--- config.mk ---
export PLATFORM = sky130hd
export DESIGN_NAME = ex_muldiv_unit
export DESIGN_NICKNAME = d
export VERILOG_FILES = /design/src/rtl/muldiv_pkg.sv /design/src/rtl/muldiv_iter_core.sv /design/src/rtl/ex_muldiv_unit.sv
export SDC_FILE = /design/constraint.sdc
export NUM_CORES = 1
export LEC_CHECK = 0
export CORE_ASPECT_RATIO = 0.5
export CORE_MARGIN = 4
export CORE_UTILIZATION = 30
export DETAILED_ROUTE_END_ITERATION = 8
export PLACE_DENSITY_LB_ADDON = 0.15
export REMOVE_ABC_BUFFERS = 1
export SLEW_MARGIN = 15
export SYNTH_ARGS = -nofsm -noshare
export SYNTH_HDL_FRONTEND = slang
export SYNTH_HIERARCHICAL = 1
export SYNTH_SLANG_ARGS = --single-unit
export TNS_END_PERCENT = 100
--- constraint.sdc ---
create_clock -name clk -period 4.8 [get_ports clk]
set_input_delay 1.2 -clock clk [delete_from_list [all_inputs] [get_ports clk]]
set_output_delay 1.2 -clock clk [all_outputs]
set_load 0.01 [all_outputs]
--- src/rtl/muldiv_pkg.sv ---
// Shared encodings for the EX-stage multiply/divide unit.
package muldiv_pkg;
  localparam int DEF_WIDTH = 32;

  localparam logic [1:0] OP_MULT  = 2'b00;
  localparam logic [1:0] OP_MULTU = 2'b01;
  localparam logic [1:0] OP_DIV   = 2'b10;
  localparam logic [1:0] OP_DIVU  = 2'b11;

  typedef enum logic [1:0] {
    IDLE = 2'b00,
    CALC = 2'b01,
    FIX  = 2'b10
  } state_t;
endpackage

--- src/rtl/muldiv_iter_core.sv ---
// One radix-2 step over the {upper, lower} accumulator: shift-add for multiply,
// restoring shift-subtract for divide. Purely combinational.
module muldiv_iter_core #(
  parameter int WIDTH = 32
) (
  input  logic               is_div,
  input  logic [2*WIDTH-1:0] acc,
  input  logic [WIDTH-1:0]   opnd,
  output logic [2*WIDTH-1:0] acc_nxt
);
  logic [WIDTH:0] sum;
  logic [WIDTH:0] trial;

  always_comb begin
    sum   = {1'b0, acc[2*WIDTH-1:WIDTH]} + (acc[0] ? {1'b0, opnd} : '0);
    // Remainder stays below the divisor, so bit WIDTH of trial is the borrow.
    trial = acc[2*WIDTH-1:WIDTH-1] - {1'b0, opnd};
    if (is_div)
      acc_nxt = trial[WIDTH] ? {acc[2*WIDTH-2:0], 1'b0}
                             : {trial[WIDTH-1:0], acc[WIDTH-2:0], 1'b1};
    else
      acc_nxt = {sum, acc[WIDTH-1:1]};
  end
endmodule

--- src/rtl/ex_muldiv_unit.sv ---
// Multi-cycle MULT/MULTU/DIV/DIVU unit with HI/LO registers and MTHI/MTLO access.
// Operates on magnitudes for WIDTH cycles, then applies signs in one fix-up cycle.
module ex_muldiv_unit import muldiv_pkg::*; #(
  parameter int WIDTH = DEF_WIDTH,
  parameter int CNT_W = 6
) (
  input  logic             clk,
  input  logic             rst,
  input  logic             start_i,
  input  logic [1:0]       op_i,
  input  logic [WIDTH-1:0] rs_i,
  input  logic [WIDTH-1:0] rt_i,
  input  logic             wr_hi_i,
  input  logic             wr_lo_i,
  input  logic [WIDTH-1:0] wdata_i,
  input  logic             flush_i,
  output logic [WIDTH-1:0] hi_o,
  output logic [WIDTH-1:0] lo_o,
  output logic             busy_o,
  output logic             done_o,
  output logic             div_zero_o
);
  state_t             state;
  logic [CNT_W-1:0]   cnt;
  logic [2*WIDTH-1:0] acc, acc_nxt, prod;
  logic [WIDTH-1:0]   opnd, rs_mag, rt_mag, quo, rem, fix_hi, fix_lo;
  logic               is_div, neg_q, neg_r, dz, op_div, op_sgn;

  assign op_div = (op_i == OP_DIV) || (op_i == OP_DIVU);
  assign op_sgn = (op_i == OP_MULT) || (op_i == OP_DIV);
  assign rs_mag = (op_sgn && rs_i[WIDTH-1]) ? -rs_i : rs_i;
  assign rt_mag = (op_sgn && rt_i[WIDTH-1]) ? -rt_i : rt_i;

  muldiv_iter_core #(.WIDTH(WIDTH)) u_core (
    .is_div  (is_div),
    .acc     (acc),
    .opnd    (opnd),
    .acc_nxt (acc_nxt)
  );

  // Divide by zero leaves |rs| in the remainder; re-signing it restores raw rs.
  always_comb begin
    prod   = neg_q ? -acc : acc;
    quo    = neg_q ? -acc[WIDTH-1:0] : acc[WIDTH-1:0];
    rem    = neg_r ? -acc[2*WIDTH-1:WIDTH] : acc[2*WIDTH-1:WIDTH];
    fix_hi = is_div ? rem : prod[2*WIDTH-1:WIDTH];
    fix_lo = is_div ? (dz ? '1 : quo) : prod[WIDTH-1:0];
  end

  always_ff @(posedge clk) begin
    if (rst) begin
      state      <= IDLE;
      cnt        <= '0;
      acc        <= '0;
      opnd       <= '0;
      is_div     <= 1'b0;
      neg_q      <= 1'b0;
      neg_r      <= 1'b0;
      dz         <= 1'b0;
      hi_o       <= '0;
      lo_o       <= '0;
      busy_o     <= 1'b0;
      done_o     <= 1'b0;
      div_zero_o <= 1'b0;
    end else begin
      done_o     <= 1'b0;
      div_zero_o <= 1'b0;
      if (state != IDLE && flush_i) begin
        state  <= IDLE;
        cnt    <= '0;
        busy_o <= 1'b0;
      end else begin
        case (state)
          IDLE: begin
            if (wr_hi_i) hi_o <= wdata_i;
            if (wr_lo_i) lo_o <= wdata_i;
            if (start_i && !flush_i) begin
              is_div <= op_div;
              neg_q  <= op_sgn && (rs_i[WIDTH-1] ^ rt_i[WIDTH-1]);
              neg_r  <= op_sgn && rs_i[WIDTH-1];
              dz     <= op_div && (rt_i == '0);
              acc    <= {{WIDTH{1'b0}}, (op_div ? rs_mag : rt_mag)};
              opnd   <= op_div ? rt_mag : rs_mag;
              cnt    <= '0;
              busy_o <= 1'b1;
              state  <= CALC;
            end
          end
          CALC: begin
            acc <= acc_nxt;
            if (cnt == CNT_W'(WIDTH - 1)) begin
              cnt   <= '0;
              state <= FIX;
            end else begin
              cnt <= cnt + 1'b1;
            end
          end
          FIX: begin
            hi_o       <= fix_hi;
            lo_o       <= fix_lo;
            done_o     <= 1'b1;
            div_zero_o <= dz;
            busy_o     <= 1'b0;
            state      <= IDLE;
          end
          default: state <= IDLE;
        endcase
      end
    end
  end
endmodule
* Yosys cells after proc, flatten, opt, wreduce, memory -nomap -nowiden
Index checks and enable logic that the tools add are counted.
** Operators by class
- Add/sub/neg operators :: 8
- Eq/ne operators :: 9
- Multiplexer cells :: 28
- Bitwise operators :: 3
- Reductions and logical operators :: 24
** Operators with widths (number)
- two-way mux 32 bit :: 12
- two-way mux 64 bit :: 4
- negator 32 bit :: 4
- case mux 32 bit (2 select lines) :: 2
- case mux 64 bit (2 select lines) :: 1
- negator 64 bit :: 1
- adder 32 x 33 -> 33 bit :: 1
- subtractor 33 x 32 -> 33 bit :: 1
- zero test 32 bit :: 1
- two-way mux 6 bit :: 2
- case mux 6 bit (2 select lines) :: 1
- AND reduction 3 bit :: 4
- inequality test 2 bit, second input constant :: 4
- adder 6 x 1 -> 6 bit, second input constant :: 1
- == test 2 bit, second input constant :: 3
- == test 6 x 5 -> 1 bit, second input constant :: 1
- logical AND 1 bit :: 6
- AND reduction 2 bit :: 3
- nonzero test 2 bit :: 3
- zero test 2 bit :: 2
- two-way mux 2 bit :: 2
- case mux 2 bit (2 select lines) :: 1
- OR reduction 3 bit :: 1
- == test 2 x 1 -> 1 bit, second input constant :: 1
- 7 further kinds :: 10
** Storage, ports and cells
- Flip-flop bits (word level) :: 175
- Logic and storage cells :: 85

* Logic depth before layout (Yosys ltp)
- Depth after elaboration :: 7
- Depth in mapped cells :: 15

* Cells and area by module
The synthesis kept the hierarchy.
** By module, submodules not included
- ex_muldiv_unit :: times used 1, cells each 1323, area each 10317.4 um^2, seq. area each 3503.4 um^2
- muldiv_iter_core :: times used 1, cells each 664, area each 4580.6 um^2, seq. area each 0.0 um^2

* Worst setup path after synthesis
Ideal clock, no wire load.
- Kind :: input port to flip-flop
- From :: input port rt_i[17]
- To :: register acc[19]
- Setup time :: 128 ps
- Arrival :: 3104 ps
- Data required time :: 4672 ps
- Path slack :: 1568 ps
- Stages :: 7
- Path buffers :: 0
- Cell sequence :: or4_1 -> or4_1 -> nor2_1 -> nor2_1 -> xor2_1 -> a221oi_1 -> a21oi_1
** On the way
- Longest elaborated chain between the ends :: 5
** RTL lines
- start, declared :: RTL line ex_muldiv_unit.sv:12 : input logic [WIDTH-1:0] rt_i,
- negator 32 bit :: RTL line ex_muldiv_unit.sv:32 : assign rt_mag = (op_sgn && rt_i[WIDTH-1]) ? -rt_i : rt_i;
- two-way mux 32 bit :: RTL line ex_muldiv_unit.sv:32
- two-way mux 32 bit :: RTL line ex_muldiv_unit.sv:82 : acc <= {{WIDTH{1'b0}}, (op_div ? rs_mag : rt_mag)};
- two-way mux 64 bit :: RTL line ex_muldiv_unit.sv:77 : if (start_i && !flush_i) begin
- case mux 64 bit (2 select lines) :: RTL line ex_muldiv_unit.sv:73 : case (state)
- end signal, assigned :: RTL line ex_muldiv_unit.sv:82
- end signal, assigned :: RTL line ex_muldiv_unit.sv:90 : acc <= acc_nxt;
- end, declared :: RTL line ex_muldiv_unit.sv:25 : logic [2*WIDTH-1:0] acc, acc_nxt, prod;
Every way passes these cells. The select of a mux whose other input is x is not followed.
A chain may end at the register's enable or synchronous reset.

* Final worst setup path
- From :: register acc[0]
- To :: register acc[60]
** On the way
- Longest elaborated chain between the ends :: 4
** RTL lines
- two-way mux 32 bit :: RTL line muldiv_iter_core.sv:15 : sum = {1'b0, acc[2*WIDTH-1:WIDTH]} + (acc[0] ? {1'b0, opnd} : '0);
- adder 32 x 33 -> 33 bit :: RTL line muldiv_iter_core.sv:15
- two-way mux 64 bit :: RTL line muldiv_iter_core.sv:18 : if (is_div)
- named net acc_nxt[60] :: RTL line ex_muldiv_unit.sv:25
- case mux 64 bit (2 select lines) :: RTL line ex_muldiv_unit.sv:73
The timed path passes the listed nets, and every way through them passes these cells.

==> impl_metrics.yaml <==
timing:
  finalSetupViolCount: 0
  min_period_ns: 3.85
  timing.fmax_mhz: 260
  relSlewSlack_pct: 25.5
  drv_slew: 0
  worst_slew_pin_slew_ns: 1.11
  setup_tns_ns: 0
  skew_ns: 0.0160
  hold_viol: 0
  min_period_over_period_pct: 80.2
  rsz0062_at_grt: "no"
  holdWs_ns: 0.455
setup_path:
  critPathKind: "reg -> reg"
  cpLargestDelayFamily: "compound AO/OA/AOI/OAI gates"
  crit_chain: "buf_4, and2_1, ha_1, a211oi_1, o211ai_1, a21oi_2, a21oi_1, a2111oi_4, nor3b_1, a211oi_2, xor2_1, a22oi_1, a22o_1"
  cp-end-kind: "register"
  r2r_start: "acc[0]"
  critPathMaxStageDelay_ns: 0.67
  startpoint: "acc[0]"
  endpoint: "acc[60]"
  reg2reg_depth: 13
  rrSetupSlack_ns: 0.95
  worstSetupStartpointType: "register"
  crit_path_max_fanout: 17
  crit_buf_inv: 1
  slowest_stage: "dfxtp_1"
  r2r_end: "acc[60]"
  arrival_ns: 4.20
  cp.depth: 13
  required_ns: 5.15
power:
  p_per_area_nw_per_um2: 258
  total_leakage_power_nw: 6.88
  ir_drop_mv: 0.234
  power_mw: 4.63
synthesis:
  netlist_area_um2: 14900
  synth_cells: 1987
  yosys-top-cells-area: "dfxtp_1, a21oi_1, ha_1, nand2_1, xnor2_1"
  synth_ff_type: "dfxtp_1"
  postSynthAreaPerCell_um2: 7.50
  synth-seq-cells: 175
  synth_top_area_share_pct: 23.5
  ys_types: 92
  async_flop_share_pct: 0
  ys_seq_area_share_pct: 23.5
  synth_edf_count: 0
  yosysWarningCount: 6
  synth_top_cell_by_area: "dfxtp_1"
cells_and_area:
  finalNetCount: 2278
  fillers: 5168
  syn2layout_area_growth_pct: 20.7
  drive_above_1_share_pct: 7.33
clock_tree:
  clk_latency_ns: 0.47
  clock_path_buffers: 2
  clkTransAtPathRegs_ns: 0.08
  cts-htree-levels: 4
  ctsHoldBuffers: 0
  ctsResizeCount: 0
  cts_tree: "built"
  post-cts-setup-buffers: 0
  cts_buffers: 17
  cts_root_buf: "clkbuf_16"
  clock_sinks: 175
floorplanning:
  rows: 57
  start_util_pct: 30.5
  core-area_um2: 48800
  fp.dieArea_um2: 53500
  die_w_um: 323
  die_y_um: 166
  ioPinCount: 171
route:
  drtAntennaViolNets: 0
  vias: 15873
  drc: 0
  drt_iter0_drc: 1463
  first_pass_iters: 6
  routedWlPerCell_um: 23.2
  wirelength_um: 64300
  via_per_inst: 5.74
hold_path:
  holdCritPathClass: "reg -> reg"
grt:
  grt_antenna_before_repair: 6
  grt_overflow_total: 0
  grt_pass1_wl_um: 94100
  grt_start_max_net_pins: 63
  grt_pass1_vias: 14664
  track_usage_pct: 23.3
placed_design:
  port_buffers: 170
  dp_hpwl_um: 49900
  gp_congestion: 0.912
flow_run:
  max_cap_viol_count: 0
status:
  status: "finished clean"
-- cell usage in the layout (no fill, tap or decap), drive strengths merged, types with 8 or more instances in the layout --
cell and instances:
buf 50, nor3 39, a22o 32, nor2 184
o211ai 22, nand2b 17, and3 20, o21bai 8
clkdlybuf4s50 169, o22ai 8, a211oi 29, o21ai 122
xor2 80, o41ai 16, o221ai 27, clkbuf 19
a21oi 194, nand2 215, mux2i 27, ha 69
xnor2 90, a21o 30, or3 18, nor4 30
a221oi 20, nand3 33, mux2 32, nor2b 16
or4 18, and2 39, dfxtp 175, o21a 10
a31oi 49, inv 70, nand4 14, o31ai 17
-- area by class of cell --
class | count | area, um^2 | share of cell area (%)
Antenna cell | 2 | 5.00 | 0.0278
Clock buffer | 19 | 443 | 2.46
Clock inverter | 13 | 193 | 1.07
Inverter | 62 | 233 | 1.29
Multi-Input combinational cell | 1628 | 10700 | 59.5
Sequential cell | 175 | 3510 | 19.5
Tap cell | 649 | 812 | 4.52
Timing Repair Buffer | 219 | 2080 | 11.6
-- how the worst min path moves through the flow --
stage | start | endpoint | cells after the start
5_1_grt | lo_o[6] | lo_o[6] | 2
4_1_cts | lo_o[3] | lo_o[3] | 2
3_5_place_dp | lo_o[3] | lo_o[3] | 2
2_1_floorplan | opnd[22] | opnd[22] | 2
3_3_place_gp | lo_o[2] | lo_o[2] | 2
6_report | lo_o[3] | lo_o[3] | 2
-- report_power, final --
part	switching, mW	leakage [nW]	total (mW)	internal, mW
Combinational	0.819	5.14	1.37	0.556
Clock	0.718	0.313	1.58	0.860
Sequential	0.144	1.43	1.68	1.54
Total	1.68	6.88	4.63	2.95
-- through the flow --
step | setup slack, ns | std cells | cell area [um^2] | util [%]
6_report | 0.950 | 2767 | 18000 | 36.9
5_1_grt | 0.597 | 2765 | 18000 | 36.8
4_1_cts | 0.906 | 2765 | 18000 | 36.8
3_5_place_dp | 0.724 | 2733 | 17300 | 35.5
3_3_place_gp | 0.733 | 2733 | 17300 | 35.5
2_1_floorplan | 0.779 | 1865 | 14400 | -
-- metal layers --
| metal | share of wire [%] | GRT usage (%) | vias to the layer above |
|---|---|---|---|
| met5 | 0.086 | 0 | - |
| met4 | 1.5 | 4.61 | 8 |
| met3 | 7.2 | 4.35 | 74 |
| met2 | 44 | 35.9 | 504 |
| met1 | 48 | 33.9 | 7720 |
| li1 | - | - | 7567 |
-- Yosys cell counts (7+ instances only) --
cell type  instances
nand2_1          215
o41ai_1           15
nand4_1           14
xor2_1            79
nand4b_1           7
mux2i_1           27
nor2_1           183
mux2_2            32
nor4_1            26
or3_1             18
a221oi_1          20
nand2b_1          16
nor3_1            39
and3_1            20
o21bai_1           8
o221ai_1          27
a21oi_1          191
a22o_1            31
ha_1              69
nand3_1           33
xnor2_1           89
and2_1            39
nand3b_1           7
o21a_1            10
inv_1             60
o31ai_1           17
o22ai_1            8
a21o_1            30
a211oi_1          27
a31oi_1           48
buf_1              7
a311oi_1           7
nor2b_1           16
buf_4             10
dfxtp_1          175
clkbuf_1          99
a22oi_1            7
or4_1             16
o211ai_1          22
o21ai_0          116
a211o_1            7
-- tightest hold or removal path, cell delays in order (launching register included) --
cell     delay, ns
dfxtp_1       0.31
nand2_1       0.05
a21oi_1       0.05
-- logic make-up after synthesis --
kind of cell               Yosys count  share of synthesized area (%)
buffers and inverters              184                           4.98
adders and majority gates           71                           6.06
xor gates and xnor gates           170                           10.2
DFF                                175                           23.5
and+or+nand+nor                    670                           21.6
muxes                               59                           4.23
AOI/OAI and AO/OA                  658                           29.4
-- sequential cells by signal (all words and copies together) (netlist names) --
register	flops
hi_o	32
cnt	6
lo_o	32
neg_r	1
opnd	32
is_div	1
state	2
div_zero_o	1
neg_q	1
done_o	1
busy_o	1
dz	1
acc	64
(Power assumes the default switching activity.)
